## src/rtl/instr_encoder.sv

```systemverilog
// Two-stage valid/ready encoder that packs RV32I instruction fields into a 32-bit word.
// It also range-checks the immediate for the selected format.
module instr_encoder (
    input  logic        clk_i,
    input  logic        reset_i,
    input  logic        req_valid_i,
    output logic        req_ready_o,
    input  logic [2:0]  fmt_i,
    input  logic [4:0]  opcode_i,
    input  logic [4:0]  rd_i,
    input  logic [4:0]  rs1_i,
    input  logic [4:0]  rs2_i,
    input  logic [2:0]  funct3_i,
    input  logic [6:0]  funct7_i,
    input  logic [31:0] imm_i,
    output logic        instr_valid_o,
    input  logic        instr_ready_i,
    output logic [31:0] instr_o,
    output logic        imm_err_o
);

    typedef enum logic [2:0] {
        FmtR, FmtI, FmtS, FmtB, FmtU, FmtJ, FmtCsri, FmtIll
    } fmt_e;

    logic        s1_valid_q;
    fmt_e        s1_fmt_q;
    logic [4:0]  s1_op_q, s1_rd_q, s1_rs1_q, s1_rs2_q;
    logic [2:0]  s1_f3_q;
    logic [6:0]  s1_f7_q;
    logic [31:0] s1_imm_q;

    logic        s2_valid_q;
    logic [31:0] instr_q;
    logic        err_q;

    logic        s2_ready, s1_advance, accept;
    logic [31:0] word_d;
    logic        err_d;
    logic [6:0]  low7;
    logic        fits12, fits13, fits21;

    // Backpressure depends only on downstream state, never on req_valid_i.
    assign s2_ready    = !s2_valid_q || instr_ready_i;
    assign s1_advance  = s1_valid_q && s2_ready;
    assign req_ready_o = !s1_valid_q || s1_advance;
    assign accept      = req_valid_i && req_ready_o;

    assign instr_valid_o = s2_valid_q;
    assign instr_o       = instr_q;
    assign imm_err_o     = err_q;

    // Signed-range checks: upper bits must be a pure sign extension.
    assign low7   = {s1_op_q, 2'b11};
    assign fits12 = (s1_imm_q[31:11] == {21{s1_imm_q[11]}});
    assign fits13 = (s1_imm_q[31:12] == {20{s1_imm_q[12]}});
    assign fits21 = (s1_imm_q[31:20] == {12{s1_imm_q[20]}});

    always_comb begin
        word_d = '0;
        err_d  = 1'b0;
        case (s1_fmt_q)
            FmtR: word_d = {s1_f7_q, s1_rs2_q, s1_rs1_q, s1_f3_q, s1_rd_q, low7};
            FmtI: begin
                word_d = {s1_imm_q[11:0], s1_rs1_q, s1_f3_q, s1_rd_q, low7};
                err_d  = !fits12;
            end
            FmtS: begin
                word_d = {s1_imm_q[11:5], s1_rs2_q, s1_rs1_q, s1_f3_q, s1_imm_q[4:0], low7};
                err_d  = !fits12;
            end
            FmtB: begin
                word_d = {s1_imm_q[12], s1_imm_q[10:5], s1_rs2_q, s1_rs1_q, s1_f3_q,
                          s1_imm_q[4:1], s1_imm_q[11], low7};
                err_d  = !fits13 || s1_imm_q[0];
            end
            FmtU: begin
                word_d = {s1_imm_q[31:12], s1_rd_q, low7};
                err_d  = (s1_imm_q[11:0] != 12'h000);
            end
            FmtJ: begin
                word_d = {s1_imm_q[20], s1_imm_q[10:1], s1_imm_q[11], s1_imm_q[19:12],
                          s1_rd_q, low7};
                err_d  = !fits21 || s1_imm_q[0];
            end
            FmtCsri: begin
                word_d = {s1_f7_q, s1_rs2_q, s1_imm_q[4:0], s1_f3_q, s1_rd_q, low7};
                err_d  = (s1_imm_q[31:5] != 27'd0);
            end
            default: begin
                word_d = '0;
                err_d  = 1'b1;
            end
        endcase
    end

    always_ff @(posedge clk_i or negedge reset_i) begin
        if (!reset_i) begin
            s1_valid_q <= 1'b0;
            s1_fmt_q   <= FmtR;
            s1_op_q    <= '0;
            s1_rd_q    <= '0;
            s1_rs1_q   <= '0;
            s1_rs2_q   <= '0;
            s1_f3_q    <= '0;
            s1_f7_q    <= '0;
            s1_imm_q   <= '0;
        end else begin
            if (accept) begin
                s1_valid_q <= 1'b1;
                s1_fmt_q   <= fmt_e'(fmt_i);
                s1_op_q    <= opcode_i;
                s1_rd_q    <= rd_i;
                s1_rs1_q   <= rs1_i;
                s1_rs2_q   <= rs2_i;
                s1_f3_q    <= funct3_i;
                s1_f7_q    <= funct7_i;
                s1_imm_q   <= imm_i;
            end else if (s1_advance) begin
                s1_valid_q <= 1'b0;
            end
        end
    end

    always_ff @(posedge clk_i or negedge reset_i) begin
        if (!reset_i) begin
            s2_valid_q <= 1'b0;
            instr_q    <= '0;
            err_q      <= 1'b0;
        end else if (s2_ready) begin
            s2_valid_q <= s1_valid_q;
            if (s1_valid_q) begin
                instr_q <= word_d;
                err_q   <= err_d;
            end
        end
    end

endmodule
```

## config.mk

```make
export PLATFORM = sky130hd
export DESIGN_NAME = instr_encoder
export DESIGN_NICKNAME = d
export VERILOG_FILES = /design/src/rtl/instr_encoder.sv
export SDC_FILE = /design/constraint.sdc
export NUM_CORES = 1
export LEC_CHECK = 0
export ABC_AREA = 1
export BUFFER_PORTS_ARGS = -buffer_cell sky130_fd_sc_hd__buf_2
export CORE_MARGIN = 3
export CORE_UTILIZATION = 31
export DETAILED_ROUTE_END_ITERATION = 10
export SLEW_MARGIN = 20
export SYNTH_ARGS = -nofsm -noshare
export SYNTH_HDL_FRONTEND = slang
export SYNTH_SLANG_ARGS = --single-unit
```

## constraint.sdc

```tcl
create_clock -name clk_i -period 1.4 [get_ports clk_i]
set_input_delay 0.28 -clock clk_i [delete_from_list [all_inputs] [get_ports clk_i]]
set_output_delay 0.28 -clock clk_i [all_outputs]
set_load 0.01 [all_outputs]
```

==> reports/results.ini, run 1 <==
[clock_tree]
cts_tree=yes
cts-root-buf=clkbuf_16
clk_path_buf_depth=2
clk-insertion-delay-late_ns=0.36
cts_sinks=99
path_clk_slew_ns=0.08
cts.htree.levels=3
cts_made_buffers=9

[critical_path]
cp_data_required_time_ns=1.65
regToRegSetupSlack_ns=0.003
slowest_delay_ns=0.49
cp_top_family=flip-flops
worst_ep_arrival_time_ns=1.65
path_cells=nand2_2, inv_2, buf_4, a21oi_2, nand2_1, nor2_1, nand2_1, inv_2, a21oi_2
endpoint_kind=register
startpoint_type=register
cpMaxStageDelayCell=dfrtp_2
cp_max_fo=5
worst-path-buf-inv=3
crit_type=reg -> reg

[finish]
fin_area_um2=6030
seq_area_um2=2480
syn2layout_area_growth_pct=32.5
fillers=1403
instances_no_fill=834
final_cell_mix=nand2_1 (122), buf_2 (102), dfrtp_1 (96), nor2_1 (72), a21oi_1 (42)
mostFrequentLayoutCell=nand2_1
drive_above_1_share_pct=35.9
n_antenna_cell=0
finalNetCount=719
multi_input_area_um2=1920

[drt]
num_vias=3937
routedWlPerCell_um=15.0
wl_um=12500
viasPerCell=4.72
dr.first_iter.drc_count=234
dr.pass1.iters=5
drc=0
postRouteAntennaNets=0

[sta]
clock_skew_ns=0.0109
finalSetupViolCount=0
relSlewSlack_pct=78.1
clock.fmax_mhz=716
hold_viol=0
tightest_slew_ns=0.325
fin_crit_ns=1.40
report.final.slew_viol_count=0
fin_crit_sh_pct=99.8
rsz0062_at_grt=yes

[floorplan]
core_area_um2=14100
dieHeight_um=127
dieWidth_um=127
core.rowCount=43
ios=104
dieArea_um2=16200
initial_core_util_pct=32.3

[power_and_ir_drop]
ir_worst_vdd_mv=0.771
powerDensity_nw_per_um2=1510
p_leak_nw=3.03

[yosys]
synth.largest_area_cell=dfrtp_1
netlist_instances=513
async_flop_share_pct=100
ys_types=32
ys_seq_area_share_pct=54.5
ys_ff_latch=99
synth_edf_count=0
ys_top_cells_by_area=dfrtp_1 (54%), nand2_1 (10%), mux2_2 (6.9%)
dominantRegCellSynth=dfrtp_1
syn_area_um2=4550
syn_area_per_cell_um2=8.87
yosys.area.top_type_share_pct=54.5
synth.net_count=583
ys_warn_count=0

[placement]
gp_congestion=0.926
dpl.cell_count=811
post-dp-hpwl_um=9450
numPortBuffers=103
place_area_um2=5500

[flow_run]
drv_cap=0

[outcome]
status=finished, final reports clean

[global_route]
first_global_vias=4035
grt_start_max_net_pins=50
grt-ovfl-total=0
grt_pass1_wl_um=19900
grt_use_total_pct=15.8
grt_antenna_before_repair=0

[worst_hold_path]
hp-class=in -> reg

flip-flops by register name, indices dropped and copies added, names as in the netlist, 3 cells and up:
register,flops
s1_imm_q,32
instr_o,31
s1_f7_q,7
s1_op_q,5
s1_rd_q,5
s1_rs1_q,5
s1_rs2_q,5
s1_f3_q,3
s1_fmt_q,3
per-layer routing:
layer  global-route usage (%)  up-vias  share of wire, %
met5                        0        -                 0
met4                     4.35        0               1.6
met3                     5.31       15               6.8
met2                     24.8      111                46
met1                     21.1     1880                46
li1                         -     1931                 -
report_power, final:
group | leakage [nW] | internal (mW) | switching (mW)
logic | 1.73 | 1.20 | 1.51
registers | 1.16 | 3.50 | 0.450
clock network | 0.141 | 1.25 | 1.19
total | 3.03 | 5.95 | 3.15
timing repair:
action	4_1_cts	5_1_grt
cloned	0	1
pin swaps	1	17
buffers inserted	0	7
hold buffers	1	0
endpoints found under the setup margin	6	22
gates resized for setup	5	36
endpoints found under the hold margin	99	0
final cells by class:
cell class              count  area share (%)
flip-flops and latches     99            41.2
well taps                 180            3.74
clock buffers               9            3.74
inverters                  50            3.24
clock inverters             7            1.08
repair buffers            144            15.2
multi-input cells         345            31.9
cell usage after synthesis (2+ instances only):
cell,number
nand2_1,127
clkbuf_1,5
a21oi_1,44
inv_1,41
a21oi_2,2
buf_4,3
o21ai_0,16
nand3_1,12
o21ai_1,3
nor2_1,76
a22o_1,5
mux2_2,28
o221ai_1,10
o22ai_1,5
buf_2,10
nand2_2,4
inv_2,8
dfrtp_1,99
nor2_2,2
final timing paths:
check | start | to | depth (start not counted)
max in group asynchronous | reset_i | instr_o[28] | 3
worst max register to register | s1_fmt_q[1] | imm_err_o | 9
worst max-delay path | s1_fmt_q[1] | imm_err_o | 9
min in group asynchronous | reset_i | s1_op_q[3] | 2
worst min register to register | instr_o[13] | instr_o[13] | 2
worst min-delay path | opcode_i[1] | s1_op_q[1] | 2
through the flow:
stage                     hold slack (ns)  power, mW  setup TNS [ns]  setup slack, ns  util, %
final                               0.144       9.10               0          0.00282     42.8
after global routing                0.136       9.67          -0.525          -0.0837     42.8
after CTS                           0.131       8.97               0         0.000833     41.2
after detailed placement           0.0932       6.48          -0.120           -0.114     39.0
after global placement             0.0921       6.43         -0.0669          -0.0669     39.0
after floorplan                   -0.0156       5.32               0           0.0239        -
logic make-up (layout without fill, tap and decap cells):
logic type / count (synthesis) / after routing / synth area share, %
simple gates: 226 / 226 / 19.9
flops: 99 / 99 / 54.5
compound gates: 90 / 90 / 12.1
buf+inv: 69 / 210 / 6.38
mux: 28 / 28 / 6.93
fa+ha+maj: 1 / 1 / 0.275
Power figures use the tool's default switching activity.
==> inputs of run 2 (changes only) <==
--- a/config.mk
+++ b/config.mk
@@ -8,8 +8,9 @@
 export ABC_AREA = 1
 export BUFFER_PORTS_ARGS = -buffer_cell sky130_fd_sc_hd__buf_2
 export CORE_MARGIN = 3
-export CORE_UTILIZATION = 31
+export CORE_UTILIZATION = 28
 export DETAILED_ROUTE_END_ITERATION = 10
+export SETUP_SLACK_MARGIN = 0.1
 export SLEW_MARGIN = 20
 export SYNTH_ARGS = -nofsm -noshare
 export SYNTH_HDL_FRONTEND = slang
==> run 2 against run 1 <==
Effect of this change: register-to-register slack got worse by 0.02 ns; critical path depth fell by 4; global-route usage fell by 1.2 points; highest routed layer unchanged; clock power rose by 17%; count of clock-buffer cells in the layout rose by 2; flip-flop and latch count did not move; worst setup slack got worse by 0.018 ns; combinational power rose by 18%; the flow now finishes with violations (setup timing); sequential share of layout area fell by 4.9 points; cell area rose by 13%.
==> reports/results.ini, run 2 (synthesized netlist as in run 1, its figures left out) <==
[sta]
tightest_slew_ns=0.270  ; was 0.325 ns
hold_viol=0  ; unchanged
fin_crit_ns=1.41  ; was 1.40 ns
clock.fmax_mhz=707  ; was 716 MHz
relSlewSlack_pct=82.0  ; was 78.1%
fin_crit_sh_pct=101  ; was 99.8%
clock_skew_ns=0.00492  ; was 0.0109 ns
finalSetupViolCount=3  ; was 0
rsz0062_at_grt=yes  ; unchanged
report.final.slew_viol_count=0  ; unchanged
finalSetupTns_ns=-0.0418  ; was 0 ns
setup_ws_ns=-0.0150  ; was 0.00282 ns

[finish]
fin_area_um2=6830  ; was 6030 um^2
largest_reg_flops=32  ; unchanged
n_antenna_cell=0  ; unchanged
syn2layout_area_growth_pct=50.2  ; was 32.5%
largest-register=s1_imm_q  ; unchanged
post-route-util_pct=44.0  ; was 42.8%
mostFrequentLayoutCell=nand2_1  ; unchanged
final_cell_mix=nand2_1 (124), buf_2 (101), dfrtp_1 (97), nor2_1 (42), inv_1 (41)  ; was nand2_1 (122), buf_2 (102), dfrtp_1 (96), nor2_1 (72), a21oi_1 (42)
finalNetCount=741  ; was 719
drive_above_1_share_pct=43.9  ; was 35.9%

[clock_tree]
cts_sinks=99  ; unchanged
clk-insertion-delay-late_ns=0.35  ; was 0.36 ns
cts-root-buf=clkbuf_16  ; unchanged
path_clk_slew_ns=0.07  ; was 0.08 ns
cts_tree=yes  ; unchanged
clk_path_buf_depth=2  ; unchanged
cts_made_buffers=9  ; unchanged
cts.htree.levels=3  ; unchanged

[drt]
viasPerCell=4.62  ; was 4.72
dr.first_iter.drc_count=228  ; was 234
routedWlPerCell_um=16.0  ; was 15.0 um
dr.pass1.iters=5  ; unchanged
wl_um=14200  ; was 12500 um
postRouteAntennaNets=0  ; unchanged
num_vias=4090  ; was 3937
drc=0  ; unchanged

[power_and_ir_drop]
p_leak_nw=3.38  ; was 3.03 nW
powerDensity_nw_per_um2=1460  ; was 1510 nW/um^2
ir_worst_vdd_mv=0.632  ; was 0.771 mV

[floorplan]
initial_core_util_pct=29.3  ; was 32.3%
dieWidth_um=133  ; was 127 um
dieArea_um2=17800  ; was 16200 um^2
core.rowCount=45  ; was 43
ios=104  ; unchanged
dieHeight_um=133  ; was 127 um
core_area_um2=15500  ; was 14100 um^2

[worst_hold_path]
hp-class=in -> reg  ; unchanged

[placement]
numPortBuffers=103  ; unchanged
place_area_um2=5630  ; was 5500 um^2
gp_congestion=0.802  ; was 0.926
post-dp-hpwl_um=9700  ; was 9450 um

[outcome]
status=finished, violations left  ; was finished, final reports clean
violations=setup timing

[critical_path]
startpoint_type=register  ; unchanged
endpoint_kind=register  ; unchanged
cp_data_required_time_ns=1.64  ; was 1.65 ns
crit_type=reg -> reg  ; unchanged
worst_ep_arrival_time_ns=1.65  ; about the same
cp_max_fo=8  ; was 5

[global_route]
grt_pass1_wl_um=20200  ; was 19900 um
grt-ovfl-total=0  ; unchanged
grt_start_max_net_pins=43  ; was 50
first_global_vias=3949  ; was 4035
grt_use_total_pct=14.6  ; was 15.8%
grt_antenna_before_repair=0  ; unchanged

[flow_run]
drv_cap=0  ; unchanged

run 2: final cells by class:
type                    instances  area [um^2]
fillers                      1532         8710
clock inverters                 4         98.8
well taps                     211          264
flip-flops and latches         99         2480
clock buffers                  11          243
repair buffers                166         1280
inverters                      50          188
multi-input cells             345         2280
run 2: worst max-delay path, cell delays in order, from the launching register on:
cell and delay, ns:
dfrtp_1 0.38, nand3_2 0.11, buf_6 0.14, nand2_8 0.14, clkbuf_16 0.22, mux2_4 0.30
run 2: stage by stage:
stage | power, mW | setup WS (ns) | instances | hold slack, ns
after floorplan | 5.33 | 0.107 | 513 | -0.0156
after global placement | 6.52 | -0.00372 | 852 | 0.144
after detailed placement | 6.55 | -0.00888 | 852 | 0.143
after CTS | 9.49 | 0.0308 | 874 | 0.144
after global routing | 10.5 | -0.140 | 886 | 0.152
final | 9.96 | -0.0150 | 886 | 0.158
run 2: layer usage:
| metal | vias to the layer above | global-route usage [%] | share of wire [%] |
|---|---|---|---|
| li1 | 1984 | - | - |
| met1 | 1964 | 20.0 | 46 |
| met2 | 127 | 22.2 | 46 |
| met3 | 15 | 4.53 | 6.8 |
| met4 | 0 | 4.46 | 1.3 |
| met5 | - | 0 | 0 |
run 2: timing repair:
action	4_1_cts	5_1_grt
buffers inserted	6	4
pin swaps	1	14
hold buffers	1	0
hold endpoints to repair	9	0
setup endpoints to repair	23	92
cloned	0	8
resized for setup	6	148
run 2: where the power goes:
group / total (mW) / internal [mW] / leakage, nW / switching [mW]
logic: 3.19 / 1.47 / 2.06 / 1.72
clock network: 2.86 / 1.79 / 0.166 / 1.07
registers: 3.91 / 3.50 / 1.16 / 0.408
total: 9.96 / 6.76 / 3.38 / 3.20
run 2: final timing paths:
kind                       cells past startpoint           end  slack (ns)     startpoint
setup / recovery                               5  s1_imm_q[23]       -0.01  instr_valid_o
hold / removal                                 2    s1_op_q[0]        0.16    opcode_i[0]
setup reg to reg                               5  s1_imm_q[23]       -0.01  instr_valid_o
hold reg to reg                                2   instr_o[11]        0.48    instr_o[11]
max in group asynchronous                      3   s1_fmt_q[1]        0.59        reset_i
min in group asynchronous                      2  s1_imm_q[16]        0.32        reset_i
==> inputs of run 3 (changes only) <==
--- a/config.mk
+++ b/config.mk
@@ -9,6 +9,7 @@
 export BUFFER_PORTS_ARGS = -buffer_cell sky130_fd_sc_hd__buf_2
 export CORE_MARGIN = 3
 export CORE_UTILIZATION = 28
+export CTS_BUF_LIST = sky130_fd_sc_hd__clkbuf_8 sky130_fd_sc_hd__clkbuf_16
 export DETAILED_ROUTE_END_ITERATION = 10
 export SETUP_SLACK_MARGIN = 0.1
 export SLEW_MARGIN = 20
==> run 3 against run 2 <==
Effect of this change: combinational power about the same; the flow still finishes with violations (setup timing); final cell count unchanged; global-route usage stayed put; cell area is the same; sequential power about the same; critical path depth unchanged; routed wire length is essentially flat; first-iteration DRC count unchanged.
==> reports/results.ini, run 3 (synthesized netlist as in run 1, its figures left out) <==
[outcome]
status=finished, violations left  ; unchanged
violations=setup timing  ; unchanged

[global_route]
first_global_vias=3949  ; unchanged
grt-ovfl-total=0  ; unchanged
grt_pass1_wl_um=20200  ; unchanged
grt_antenna_before_repair=0  ; unchanged
grt_start_max_net_pins=43  ; unchanged
grt_use_total_pct=14.6  ; unchanged

[flow_run]
drv_cap=0  ; unchanged

[sta]
setup_ws_ns=-0.0176  ; was -0.0150 ns
finalSetupTns_ns=-0.0504  ; was -0.0418 ns
clock.fmax_mhz=705  ; was 707 MHz
fin_crit_sh_pct=101  ; about the same
finalSetupViolCount=3  ; unchanged
rsz0062_at_grt=yes  ; unchanged
hold_viol=0  ; unchanged
tightest_slew_ns=0.270  ; about the same
fin_crit_ns=1.42  ; was 1.41 ns
clock_skew_ns=0.00485  ; was 0.00492 ns
relSlewSlack_pct=82.0  ; about the same
report.final.slew_viol_count=0  ; unchanged

[critical_path]
r2r_cells=5  ; unchanged
startpoint_type=register  ; unchanged
cp_data_required_time_ns=1.64  ; about the same
crit_type=reg -> reg  ; unchanged
worst_ep_arrival_time_ns=1.65  ; about the same
cp_max_fo=8  ; unchanged
endpoint_kind=register  ; unchanged

[floorplan]
dieArea_um2=17800  ; unchanged
dieWidth_um=133  ; unchanged
core.rowCount=45  ; unchanged
core_area_um2=15500  ; unchanged
ios=104  ; unchanged
dieHeight_um=133  ; unchanged
initial_core_util_pct=29.3  ; unchanged

[clock_tree]
cts_sinks=99  ; unchanged
path_clk_slew_ns=0.07  ; about the same
cts_made_buffers=9  ; unchanged
cts_tree=yes  ; unchanged
clk_path_buf_depth=2  ; unchanged
clk-insertion-delay-late_ns=0.35  ; about the same
cts.htree.levels=3  ; unchanged
cts-root-buf=clkbuf_16  ; unchanged

[drt]
wl_um=14200  ; about the same
drc=0  ; unchanged
postRouteAntennaNets=0  ; unchanged
viasPerCell=4.63  ; was 4.62
num_vias=4098  ; was 4090
routedWlPerCell_um=16.0  ; about the same
dr.pass1.iters=5  ; unchanged
dr.first_iter.drc_count=228  ; unchanged

[worst_hold_path]
hp-class=in -> reg  ; unchanged
min_delay_path_depth=2  ; unchanged

[finish]
drive_above_1_share_pct=43.9  ; unchanged
n_antenna_cell=0  ; unchanged
syn2layout_area_growth_pct=50.2  ; unchanged
instances_no_fill=886  ; unchanged
finalNetCount=741  ; unchanged
mostFrequentLayoutCell=nand2_1  ; unchanged
fillers=1532  ; unchanged
fin_area_um2=6830  ; unchanged
largest_reg_flops=32  ; unchanged
largest-register=s1_imm_q  ; unchanged
final_cell_mix=nand2_1 (124), buf_2 (101), dfrtp_1 (97), inv_1 (42), nor2_1 (42)  ; was nand2_1 (124), buf_2 (101), dfrtp_1 (97), nor2_1 (42), inv_1 (41)

[power_and_ir_drop]
ir_worst_vdd_mv=0.632  ; about the same
powerDensity_nw_per_um2=1460  ; about the same
p_leak_nw=3.38  ; about the same

[placement]
numPortBuffers=103  ; unchanged
place_area_um2=5630  ; unchanged
post-dp-hpwl_um=9700  ; unchanged
gp_congestion=0.802  ; unchanged
dpl.cell_count=852  ; unchanged

[run 3: changes by cell type in the layout (fill, tap and decap cells not counted), sizes merged]
cell,delta
clkbuf,-1
inv,+1
[run 3: path summary, 6_finish.rpt]
check	slack, ns	start	to
min in group asynchronous	0.32	reset_i	s1_imm_q[16]
setup / recovery	-0.02	instr_valid_o	s1_imm_q[23]
hold reg to reg	0.48	instr_o[11]	instr_o[11]
setup reg to reg	-0.02	instr_valid_o	s1_imm_q[23]
max in group asynchronous	0.59	reset_i	s1_fmt_q[1]
hold / removal	0.16	imm_i[29]	s1_imm_q[29]
[run 3: critical path: stages, from the launching register on]
cell and delay [ns]:
dfrtp_1 0.38, nand3_2 0.11, buf_6 0.14, nand2_8 0.14, clkbuf_16 0.22, mux2_4 0.30
[run 3: per-stage QoR]
stage	hold slack [ns]	worst slack, ns	utilization, %	total power, mW
6_report	0.158	-0.0176	44.0	9.95
5_1_grt	0.152	-0.140	44.0	10.5
4_1_cts	0.144	0.0308	39.0	9.48
3_5_place_dp	0.143	-0.00888	36.3	6.55
3_3_place_gp	0.144	-0.00372	36.3	6.52
2_1_floorplan	-0.0156	0.107	-	5.33
[run 3: timing repair]
action | CTS | global route
pin swaps | 1 | 14
resized for setup | 6 | 148
endpoints found under the setup margin | 23 | 92
setup buffers | 6 | 4
hold buffers | 1 | 0
cloned | 0 | 8
endpoints found under the hold margin | 9 | 0
[run 3: area by class of cell]
type,instances,area [um^2],share of cell area (%)
clock buffer,10,239,3.50
clock inverter,5,103,1.50
inverter,50,188,2.75
multi-input combinational,345,2280,33.3
sequential,99,2480,36.3
tap,211,264,3.86
timing repair buffer,166,1280,18.8
[run 3: power breakdown]
| part | internal, mW | switching (mW) | total (mW) |
|---|---|---|---|
| sequential | 3.50 | 0.408 | 3.91 |
| combinational | 1.47 | 1.72 | 3.19 |
| clock | 1.78 | 1.07 | 2.85 |
[run 3: routing by layer]
layer	up-vias	GRT usage (%)	wire length, um
met2	122	22.2	6550
met4	0	4.46	185
met5	-	0	0
li1	1983	-	-
met3	15	4.53	955
met1	1978	20.0	6520
